File: src/rtl/bcd_pkg.sv
// Shared definitions for the BCD conversion path: digit width, converter
// state encoding and the digit-count helper used by elaboration checks.
package bcd_pkg;

    localparam int BCD_DIGIT_W = 4;

    typedef enum logic [0:0] {
        IDLE  = 1'b0,
        SHIFT = 1'b1
    } state_t;

    // Decimal digits needed to represent the largest unsigned WIDTH-bit value.
    function automatic int min_digits(input int width);
        longint unsigned max_val;
        int              d;
        max_val = (64'd1 << width) - 64'd1;
        d = 0;
        for (int i = 0; i < 20; i++) begin
            if (max_val != 64'd0) begin
                max_val = max_val / 64'd10;
                d = d + 1;
            end
        end
        return (d == 0) ? 1 : d;
    endfunction

endpackage

File: src/rtl/addthree.sv
// Double-dabble correction cell: a BCD digit of 5..9 gets +3 before the shift.
// Digit values 10..15 are not legal BCD and collapse to 0.
module addthree (
    input  logic [3:0] din,
    output logic [3:0] dout
);

    always_comb begin
        dout = 4'd0;
        case (din)
            4'd0, 4'd1, 4'd2, 4'd3, 4'd4: dout = din;
            4'd5, 4'd6, 4'd7, 4'd8, 4'd9: dout = din + 4'd3;
            default:                      dout = 4'd0;
        endcase
    end

endmodule

File: src/rtl/bin2bcd_seq.sv
// Sequential binary-to-BCD converter (shift-and-add-3), one input bit per clock,
// with a start/busy/done handshake and a result register holding the last value.
module bin2bcd_seq
    import bcd_pkg::*;
#(
    parameter int WIDTH  = 16,
    parameter int DIGITS = 5
) (
    input  logic                          clk,
    input  logic                          rst_n,
    input  logic                          start,
    input  logic [WIDTH-1:0]              bin,
    output logic                          busy,
    output logic                          done,
    output logic [BCD_DIGIT_W*DIGITS-1:0] bcd
);

    localparam int ACC_W = BCD_DIGIT_W * DIGITS;
    localparam int CNT_W = $clog2(WIDTH + 1);
    localparam logic [CNT_W-1:0] CNT_INIT = CNT_W'(WIDTH);
    localparam logic [CNT_W-1:0] CNT_ONE  = CNT_W'(1);

    if (WIDTH < 4 || WIDTH > 32) begin : g_bad_width
        $error("bin2bcd_seq: WIDTH must be in 4..32");
    end
    if (DIGITS < min_digits(WIDTH)) begin : g_bad_digits
        $error("bin2bcd_seq: DIGITS too small for WIDTH");
    end

    state_t           state_reg,  state_next;
    logic [WIDTH-1:0] bin_sr_reg, bin_sr_next;
    logic [ACC_W-1:0] acc_reg,    acc_next;
    logic [CNT_W-1:0] cnt_reg,    cnt_next;
    logic [ACC_W-1:0] bcd_reg,    bcd_next;
    logic             done_reg,   done_next;

    logic [ACC_W-1:0] acc_corr;
    logic [ACC_W-1:0] acc_shift;

    // One correction cell per digit, applied to the accumulator before each shift.
    for (genvar gi = 0; gi < DIGITS; gi++) begin : g_add3
        addthree u_addthree (
            .din  (acc_reg [gi*BCD_DIGIT_W +: BCD_DIGIT_W]),
            .dout (acc_corr[gi*BCD_DIGIT_W +: BCD_DIGIT_W])
        );
    end

    assign acc_shift = {acc_corr[ACC_W-2:0], bin_sr_reg[WIDTH-1]};

    always_ff @(posedge clk or negedge rst_n) begin
        if (!rst_n) begin
            state_reg  <= IDLE;
            bin_sr_reg <= '0;
            acc_reg    <= '0;
            cnt_reg    <= '0;
            bcd_reg    <= '0;
            done_reg   <= 1'b0;
        end else begin
            state_reg  <= state_next;
            bin_sr_reg <= bin_sr_next;
            acc_reg    <= acc_next;
            cnt_reg    <= cnt_next;
            bcd_reg    <= bcd_next;
            done_reg   <= done_next;
        end
    end

    always_comb begin
        state_next  = state_reg;
        bin_sr_next = bin_sr_reg;
        acc_next    = acc_reg;
        cnt_next    = cnt_reg;
        bcd_next    = bcd_reg;
        done_next   = 1'b0;

        case (state_reg)
            IDLE: begin
                if (start) begin
                    bin_sr_next = bin;
                    acc_next    = '0;
                    cnt_next    = CNT_INIT;
                    state_next  = SHIFT;
                end
            end
            SHIFT: begin
                acc_next    = acc_shift;
                bin_sr_next = {bin_sr_reg[WIDTH-2:0], 1'b0};
                cnt_next    = cnt_reg - CNT_ONE;
                // Final shift: publish the uncorrected post-shift accumulator.
                if (cnt_reg == CNT_ONE) begin
                    bcd_next   = acc_shift;
                    done_next  = 1'b1;
                    state_next = IDLE;
                end
            end
            default: begin
                state_next = IDLE;
            end
        endcase
    end

    assign busy = (state_reg == SHIFT);
    assign done = done_reg;
    assign bcd  = bcd_reg;

endmodule
File: config.mk
export PLATFORM = sky130hd
export DESIGN_NAME = bin2bcd_seq
export DESIGN_NICKNAME = d
export VERILOG_FILES = /design/src/rtl/bcd_pkg.sv /design/src/rtl/addthree.sv /design/src/rtl/bin2bcd_seq.sv
export SDC_FILE = /design/constraint.sdc
export NUM_CORES = 1
export LEC_CHECK = 0
export CAP_MARGIN = 15
export CORE_ASPECT_RATIO = 2
export CORE_MARGIN = 4
export CORE_UTILIZATION = 33
export CTS_BUF_LIST = sky130_fd_sc_hd__clkbuf_4 sky130_fd_sc_hd__clkbuf_8
export DETAILED_ROUTE_END_ITERATION = 8
export GPL_TIMING_DRIVEN = 0
export SYNTH_ARGS = -nofsm -noshare
export SYNTH_HDL_FRONTEND = slang
export SYNTH_SLANG_ARGS = --single-unit
File: constraint.sdc
create_clock -name clk -period 2.42 [get_ports clk]
set_clock_uncertainty 0.15 [all_clocks]
set_input_delay 0.363 -clock clk [delete_from_list [all_inputs] [get_ports clk]]
set_output_delay 0.363 -clock clk [all_outputs]
set_load 0.05 [all_outputs]
==> Yosys cells after proc, flatten, opt, wreduce, memory -nomap -nowiden <==
Index checks and enable logic that the tools add are counted.
{ "classes": {"n_bitwise": 1, "muxes": 16, "n_addsub": 6, "n_mul": 0, "n_shift": 0, "reduce_logical": 16, "n_eq_ne": 47, "n_div": 0, "order_cmp": 0} }
{ "op_table": {"columns": ["op", "n"], "rows": [
  ["== test 4 x 3 -> 1 bit, second input constant", 20],
  ["OR reduction 5 bit", 10],
  ["== test 4 x 2 -> 1 bit, second input constant", 10],
  ["== test 4 bit, second input constant", 10],
  ["case mux 20 bit (2 select lines)", 1],
  ["case mux 16 bit (2 select lines)", 1],
  ["case mux 4 bit (2 select lines)", 4],
  ["== test 4 x 1 -> 1 bit, second input constant", 5],
  ["logical NOT 4 bit", 5],
  ["two-way mux 20 bit", 1],
  ["adder 4 x 2 -> 4 bit, second input constant", 4],
  ["two-way mux 16 bit", 1],
  ["case mux 5 bit (2 select lines)", 1],
  ["case mux 3 bit (2 select lines)", 1],
  ["== test 5 x 1 -> 1 bit, second input constant", 1],
  ["two-way mux 5 bit", 1],
  ["subtractor 5 x 1 -> 5 bit, second input constant", 1],
  ["two-way mux 1 bit", 4],
  ["adder 3 x 2 -> 3 bit, second input constant", 1],
  ["inequality test 2 bit, second input constant", 1],
  ["case mux 1 bit (2 select lines)", 1],
  ["AND reduction 2 bit", 1],
  ["inverter 1 bit", 1]
]} }
{ "totals": {"output_inout_bits": 22, "mem_count": 0, "mem_bits_ro": 0, "wordCells": 92, "input_bits": 19, "ff_bits": 63, "ramBits": 0, "latch_bits": 0} }

==> Logic depth before layout (Yosys ltp) <==
Gate-level depths: netlist (run 1).
{ "logic_depth": {"depth_word": 4, "ltp_mapped": 6, "depth_no_buf": 6} }

==> Hierarchy <==
A second synthesis (run 1) with hierarchy kept.
{ "unflattened": {"cells_unflattened": 341, "hier_area_um2": 3554.7} }
{ "modules_own_cells": {"columns": ["mod", "area_each_um2", "cells_per_inst", "n_inst", "seq_area_each_um2"], "rows": [
  ["bin2bcd_seq", 2516.2, 186, 1, 1576.5],
  ["addthree", 207.7, 31, 5, 0.0]
]} }

==> Least setup slack after synthesis (run 1) <==
OpenSTA, ideal clock, no wires.
{ "synth_path": {"path_type": "reg-to-reg", "start": "reg acc_reg[8]", "end": "reg bcd_reg[9], in the netlist bcd[9]", "path_buffers": 0, "required_time_ps": 2145, "setup_ps": 125, "arrival_time_ps": 1547, "stages_incl_launch_ff": 7, "synth_period_minus_slack_ps": 1822, "path_slack_ps": 598, "path_cell_list": "dfrtp_1 > inv_1 > ha_1 > nor4_2 > a211oi_1 > mux2_4 > mux2_4"} }
{ "synth_via": {"elab_chain_cells": 3, "word_cells_on_any_way": 14, "cone_classes": "1 x add/sub; 9 x eq/ne; 1 x mux; 3 x reduce/logical"} }
{ "synth_rtl": {"columns": ["element", "line", "source"], "rows": [
  ["from (decl)", "bin2bcd_seq.sv:32", "logic [ACC_W-1:0] acc_reg, acc_next;"],
  ["from (signal assigned)", "bin2bcd_seq.sv:61", "acc_reg <= acc_next;"],
  ["branches (longest 2 deep; another with adder 4 x 2 -> 4 bit)", null, null],
  ["case mux 4 bit (2 select lines) (*)", "addthree.sv:10", "case (din)"],
  ["to (signal assigned)", "bin2bcd_seq.sv:63", "bcd_reg <= bcd_next;"],
  ["to (decl)", "bin2bcd_seq.sv:34", "logic [ACC_W-1:0] bcd_reg, bcd_next;"]
]} }
Every way passes the cells marked *.
A chain may end at the register's enable or synchronous reset.

==> Worst setup path in the final report (run 1) <==
{ "layout_path": {"start": "reg state_reg, in the netlist busy", "end": "out busy"} }
{ "layout_lines": {"columns": ["element", "line", "source"], "rows": [
  ["from (decl)", "bin2bcd_seq.sv:30", "state_t state_reg, state_next;"],
  ["from (signal assigned)", "bin2bcd_seq.sv:59", "state_reg <= state_next;"],
  ["to (decl)", "bin2bcd_seq.sv:13", "output logic busy,"]
]} }
No word-level cell between the ends.

==> flow_summary.json, run 1 <==
{
  "post-cts-setup-buffers": 0,
  "final_cell_mix": "63 x dfrtp_1, 39 x clkdlybuf4s50_1, 33 x o21ai_0",
  "drive_above_1_share_pct": 13.72,
  "die_y_um": 151.9,
  "placed_cells": 497,
  "fin_crit_sh_pct": 90.02,
  "ys_warn_count": 0,
  "critical_path.cell_chain": "clkdlybuf4s50_1",
  "synth_nets": 367,
  "wl_um": 7714,
  "regToRegSetupSlack_ps": 410,
  "grt_pass1_vias": 2698,
  "synth_top_area_share_pct": 46.12,
  "coreArea_mm2": 0.01015,
  "cp.depth": 1,
  "r2r_end": "bcd[9]",
  "setup_tns_ps": 0,
  "postLayoutSetupSlackWorst_ps": 241.5,
  "setup_viol": 0,
  "synth_cell_type_count": 38,
  "fillers": 1043,
  "cp.arrival_ps": 1670,
  "fmax_mhz": 459.0,
  "first_iter_violations": 94,
  "rsz0062_at_grt": "no",
  "clockRootBuffer": "clkbuf_8",
  "critPathKind": "flop to output pin",
  "clockBufferDepth": 2,
  "clk_latency_ps": 340,
  "max_slew_margin_pct": 46.18,
  "ir_drop_mv": 0.4737,
  "num_rows": 52,
  "rr_worst_depth": 6,
  "gp_congestion": 0.8429,
  "synth_ff_type": "dfrtp_1",
  "synth_area_mm2": 0.003418,
  "postCtsResizedCells": 0,
  "fin_area_mm2": 0.004227,
  "yosysTopAreaCell": "dfrtp_1",
  "cp-endpoint": "busy",
  "power_density_mw_per_mm2": 1272,
  "dp_hpwl_um": 5735,
  "synth.avg_cell_area_um2": 10.62,
  "max_stage_delay_ps": 850,
  "grt_max_degree": 64,
  "grt-ovfl-total": 0,
  "p_leak_nw": 1.919,
  "cts_hold_buffers": 1,
  "synth_edf_count": 0,
  "status": "finished, final reports clean",
  "clk_pin_slew_ps": 70,
  "numClockSinks": 63,
  "critPathLaunch": "busy",
  "hold_class": "flop to flop",
  "path_buf_inv": 1,
  "post_drt_wl_per_cell_um": 15.01,
  "h-tree-depth": 3,
  "endpoint_kind": "output pin",
  "start_util_pct": 33.68,
  "regArea_mm2": 0.001577,
  "multiInputGateArea_mm2": 0.001697,
  "maxSlewViolCount": 0,
  "first_pass_iters": 5,
  "layout.cells.most_common": "dfrtp_1",
  "syn_inst": 322,
  "cp.required_ps": 1910,
  "synth_seq_cells": 63,
  "period_needed_ps": 2179,
  "dieArea_mm2": 0.01215,
  "cp-start-kind": "flop",
  "postPlaceCellArea_mm2": 0.003985,
  "async_flop_share_pct": 100.0,
  "final_util_pct": 41.64,
  "synthTopCellsByArea": "dfrtp_1 46%, ha_1 9.5%, o21ai_0 4.8%",
  "crit_family": "buffers and inverters",
  "numCtsBuffers": 9,
  "drc_errors": 0,
  "gr-usage-all-layers_pct": 13.57,
  "ios": 41,
  "critPathSlowestCell": "clkdlybuf4s50_1",
  "worst_slew_pin_slew_ps": 807.3,
  "drtAntennaViolNets": 0,
  "r2r_start": "acc_reg[8]",
  "vias": 2528,
  "total_power_mw": 5.378,
  "portBuffers": 40,
  "yosysSeqAreaShare_pct": 46.12,
  "path_max_fanout": 6,
  "nets": 419,
  "fp.dieW_um": 79.97,
  "pre_cts_ws_ps": 408.0,
  "avgViaCountPerCell": 4.918,
  "cts_tree": "yes",
  "cap_violations": 0,
  "antenna_found_initial": 0,
  "whs_ps": 327.2,
  "layout.cells.non_filler": 514,
  "num_antenna_cells": 0,
  "finalHoldViolCount": 0,
  "grt_pass1_wl_um": 13030,
  "area_growth_pct": 23.65
}
-- worst min-delay path by stage --
stage / start / end / slack [ps] / depth (start not counted)
6_report: bcd[19] / bcd[19] / 330 / 2
3_5_place_dp: bcd[17] / bcd[17] / 320 / 2
4_1_cts: bcd[17] / bcd[17] / 340 / 2
2_1_floorplan: rst_n / acc_reg[0] / -80 / 0
5_1_grt: bcd[17] / bcd[17] / 350 / 2
3_3_place_gp: bin_sr_reg[13] / bin_sr_reg[14] / 310 / 2
-- Yosys cell counts, drive strengths merged, types with 2 or more instances --
cell type,count
ha,26
mux2i,16
a21oi,13
a211oi,3
nand2b,8
xor2,3
nand3,3
nor3b,2
a2bb2oi,3
o22ai,5
o31ai,7
nor2b,3
dfrtp,63
clkbuf,6
nand2,32
a21o,5
nor4,4
xnor2,7
buf,7
nor3,12
nor2,7
inv,23
mux2,15
a22o,9
o21ai,35
-- per-layer routing --
layer,GRT usage [%],up-vias,routed length (um)
met5,0,-,0
met4,6.769,0,185
met3,2.725,15,272
met2,24.33,50,4176
met1,14.58,1228,3079
li1,-,1235,-
-- report_power, final --
group          internal, mW  total (mW)  switching (mW)
registers              1.44        1.76           0.323
clock network         0.658        1.07           0.409
logic                  1.09        2.55            1.46
total                  3.19        5.38            2.19
-- layout make-up --
cell class	instances	area share, %
sequential	63	37.30
tap	135	3.996
timing repair buffer	41	9.651
inverter	23	2.102
multi-input combinational	223	40.14
clock inverter	3	1.539
clock buffer	13	3.937
buffer	13	1.332
-- kinds of logic (layout without fill, tap and decap cells) --
| group | count (synthesis) | in the layout | share of synthesized area (%) |
|---|---|---|---|
| xor+xnor | 10 | 10 | 2.562 |
| fa+ha+maj | 26 | 26 | 9.517 |
| flops | 63 | 63 | 46.12 |
| simple gates | 72 | 72 | 11.24 |
| compound gates | 84 | 84 | 15.92 |
| mux | 31 | 31 | 10.40 |
| buf+inv | 36 | 93 | 4.246 |
Note: power is estimated with default switching activity, not from simulation.
==> run 2: changes to the inputs <==
ABC_AREA = 1   (was default)
==> run 2 against run 1 <==
Wire length rose by 0.22%. Flip-flop and latch count did not move. Sequential share of layout area fell by 0.33 points. Setup slack got worse by 2.3 ps. Critical path type unchanged. Critical endpoint unchanged. Largest cell class unchanged. Largest power group unchanged.
==> flow_summary.json, run 2 <==
{
  "status": "finished, final reports clean",
  "synthTopCellsByArea": "dfrtp_1 46%, nand2_1 19%, ha_1 9.4%",
  "pre_cts_ws_ps": 531.2,
  "synth_seq_cells": 63,
  "numClockSinks": 63,
  "fp.dieW_um": 80.36,
  "setup_viol": 0,
  "pwr-share-seq_pct": 33.0,
  "maxSlewViolCount": 0,
  "avgViaCountPerCell": 4.599,
  "p_leak_nw": 2.167,
  "max_slew_margin_pct": 47.15,
  "fin_area_mm2": 0.004264,
  "portBuffers": 40,
  "first_iter_violations": 164,
  "wl_um": 7731,
  "cp-endpoint": "busy",
  "cp.required_ps": 1910,
  "total_power_mw": 5.315,
  "cp-start-kind": "flop",
  "num_rows": 52,
  "grt_pass1_wl_um": 13200,
  "grt-ovfl-total": 0,
  "critPathKind": "flop to output pin",
  "critical_path.cell_chain": "clkdlybuf4s50_1",
  "synth_common_cells": "176 x nand2_1, 63 x dfrtp_1, 53 x inv_1, 28 x nand3_1, 26 x ha_1",
  "area_growth_pct": 23.39,
  "period_needed_ps": 2181,
  "coreArea_mm2": 0.01021,
  "fin_crit_sh_pct": 90.12,
  "ys_warn_count": 0,
  "yosysTopAreaCell": "dfrtp_1",
  "first_pass_iters": 4,
  "cellInternalPower_mw": 2.953,
  "cp.arrival_ps": 1670,
  "layout.cells.non_filler": 634,
  "antenna_found_initial": 0,
  "synth_area_mm2": 0.003456,
  "rr_worst_depth": 10,
  "gr-usage-all-layers_pct": 13.86,
  "synth_ff_type": "dfrtp_1",
  "p_clk_share_pct": 19.8,
  "hold_depth": 2,
  "numCtsBuffers": 9,
  "path_buf_inv": 1,
  "clk_pin_slew_ps": 70,
  "dieArea_mm2": 0.01227,
  "r2r_start": "acc_reg[12]",
  "clk_latency_ps": 360,
  "p_sw_share_pct": 44.43,
  "cts_tree": "yes",
  "h-tree-depth": 3,
  "power_density_mw_per_mm2": 1246,
  "placed_cells": 617,
  "synth.avg_cell_area_um2": 7.819,
  "gp_congestion": 0.8426,
  "vias": 2916,
  "regToRegSetupSlack_ps": 680,
  "worst_slew_pin_slew_ps": 792.8,
  "drc_errors": 0,
  "rsz0062_at_grt": "no",
  "syn_inst": 442,
  "final_cell_mix": "176 x nand2_1, 63 x dfrtp_1, 53 x inv_1",
  "start_util_pct": 33.83,
  "num_antenna_cells": 0,
  "crit_family": "buffers and inverters",
  "clockBufferDepth": 2,
  "cp.depth": 1,
  "grt_pass1_vias": 2933,
  "postLayoutSetupSlackWorst_ps": 239.2,
  "postPlaceCellArea_mm2": 0.004023,
  "nets": 539,
  "p_comb_share_pct": 47.3,
  "r2r_end": "bcd[14]",
  "drtAntennaViolNets": 0,
  "cap_violations": 0,
  "layout.cells.most_common": "nand2_1",
  "async_flop_share_pct": 100.0,
  "grt_max_degree": 64,
  "ir_drop_mv": 0.7111,
  "synth_nets": 487,
  "critPathLaunch": "busy",
  "post_drt_wl_per_cell_um": 12.19,
  "ios": 41,
  "fmax_mhz": 458.5,
  "yosysSeqAreaShare_pct": 45.62,
  "critPathSlowestCell": "clkdlybuf4s50_1",
  "hold_class": "flop to flop",
  "postCtsResizedCells": 0,
  "yosysMostFrequentCell": "nand2_1",
  "synth_top_area_share_pct": 45.62,
  "clockRootBuffer": "clkbuf_8",
  "path_max_fanout": 5,
  "netSwitchingPower_mw": 2.362,
  "max_stage_delay_ps": 850,
  "drive_above_1_share_pct": 8.417,
  "dp_hpwl_um": 5852,
  "synth_edf_count": 0,
  "die_y_um": 152.7,
  "endpoint_kind": "output pin",
  "synth_cell_type_count": 24,
  "finalHoldViolCount": 0
}
-- run 2: cell types whose count changed after synthesis, sizes merged, moves of 15 or more --
cell	before	now
nand3	3	28
mux2	15	0
o21ai	35	16
nor2	7	29
inv	23	56
mux2i	16	0
nand2	32	180
-- run 2: worst min path at each step --
| stage | slack [ps] | from | to |
|---|---|---|---|
| 2_1_floorplan | -80 | rst_n | acc_reg[0] |
| 3_3_place_gp | 310 | bcd[5] | bcd[5] |
| 3_5_place_dp | 310 | bcd[19] | bcd[19] |
| 4_1_cts | 330 | bcd[19] | bcd[19] |
| 5_1_grt | 350 | bcd[11] | bcd[11] |
| 6_report | 330 | bcd[10] | bcd[10] |
-- run 2: kinds of logic (layout without fill, tap and decap cells) --
family                     Yosys count  count (layout)  synth area share [%]
adders and majority gates           26              26                 9.413
buffers and inverters               69             126                 8.218
and+or+nand+nor                    243             243                 28.60
DFF                                 63              63                 45.62
xor gates and xnor gates             6               6                 1.521
AOI/OAI and AO/OA                   35              35                 6.625
-- run 2: final cells by class --
class,instances,area (um2)
fillers,1059,5951
flip-flops and latches,63,1577
well taps,135,168.9
clock inverters,5,80.08
clock buffers,11,151.4
multi-input cells,310,1595
inverters,56,210.2
repair buffers,41,407.9
plain buffers,13,73.82
-- run 2: what timing repair did --
action                    in CTS  in global routing
setup buffers                  0                  0
hold endpoints to repair      63                  0
hold buffers                   1                  0
-- run 2: power by group through the flow --
stage | registers [mW] | logic (mW) | clock network [mW]
3_5_place_dp | 1.77 | 2.54 | 0
5_1_grt | 1.81 | 2.81 | 1.13
6_report | 1.75 | 2.51 | 1.05
2_1_floorplan | 2.21 | 1.33 | 0
4_1_cts | 1.76 | 2.55 | 1.09
3_3_place_gp | 1.75 | 2.48 | 0
-- run 2: stage by stage --
stage	utilization (%)	hold slack, ps	setup TNS (ps)
after global routing	41.74	345.9	0
after CTS	41.74	334.4	0
after global placement	39.40	314.8	-79280
after detailed placement	39.38	314.8	0
after floorplan	-	-82.59	0
final	41.74	327.5	0
-- run 2: metal layers --
layer / share of wire, % / track usage [%] / up-vias
met1: 38 / 13.88 / 1386
met4: 2.4 / 6.044 / 0
met2: 56 / 25.83 / 40
li1: - / - / 1479
met5: 0 / 0 / -
met3: 3.7 / 3.550 / 11
==> run 3: changes to the inputs <==
CAP_MARGIN = 20   (was 15)
==> results of run 3 <==
No change in the layout: final DEF, timing and power equal those of run 2.
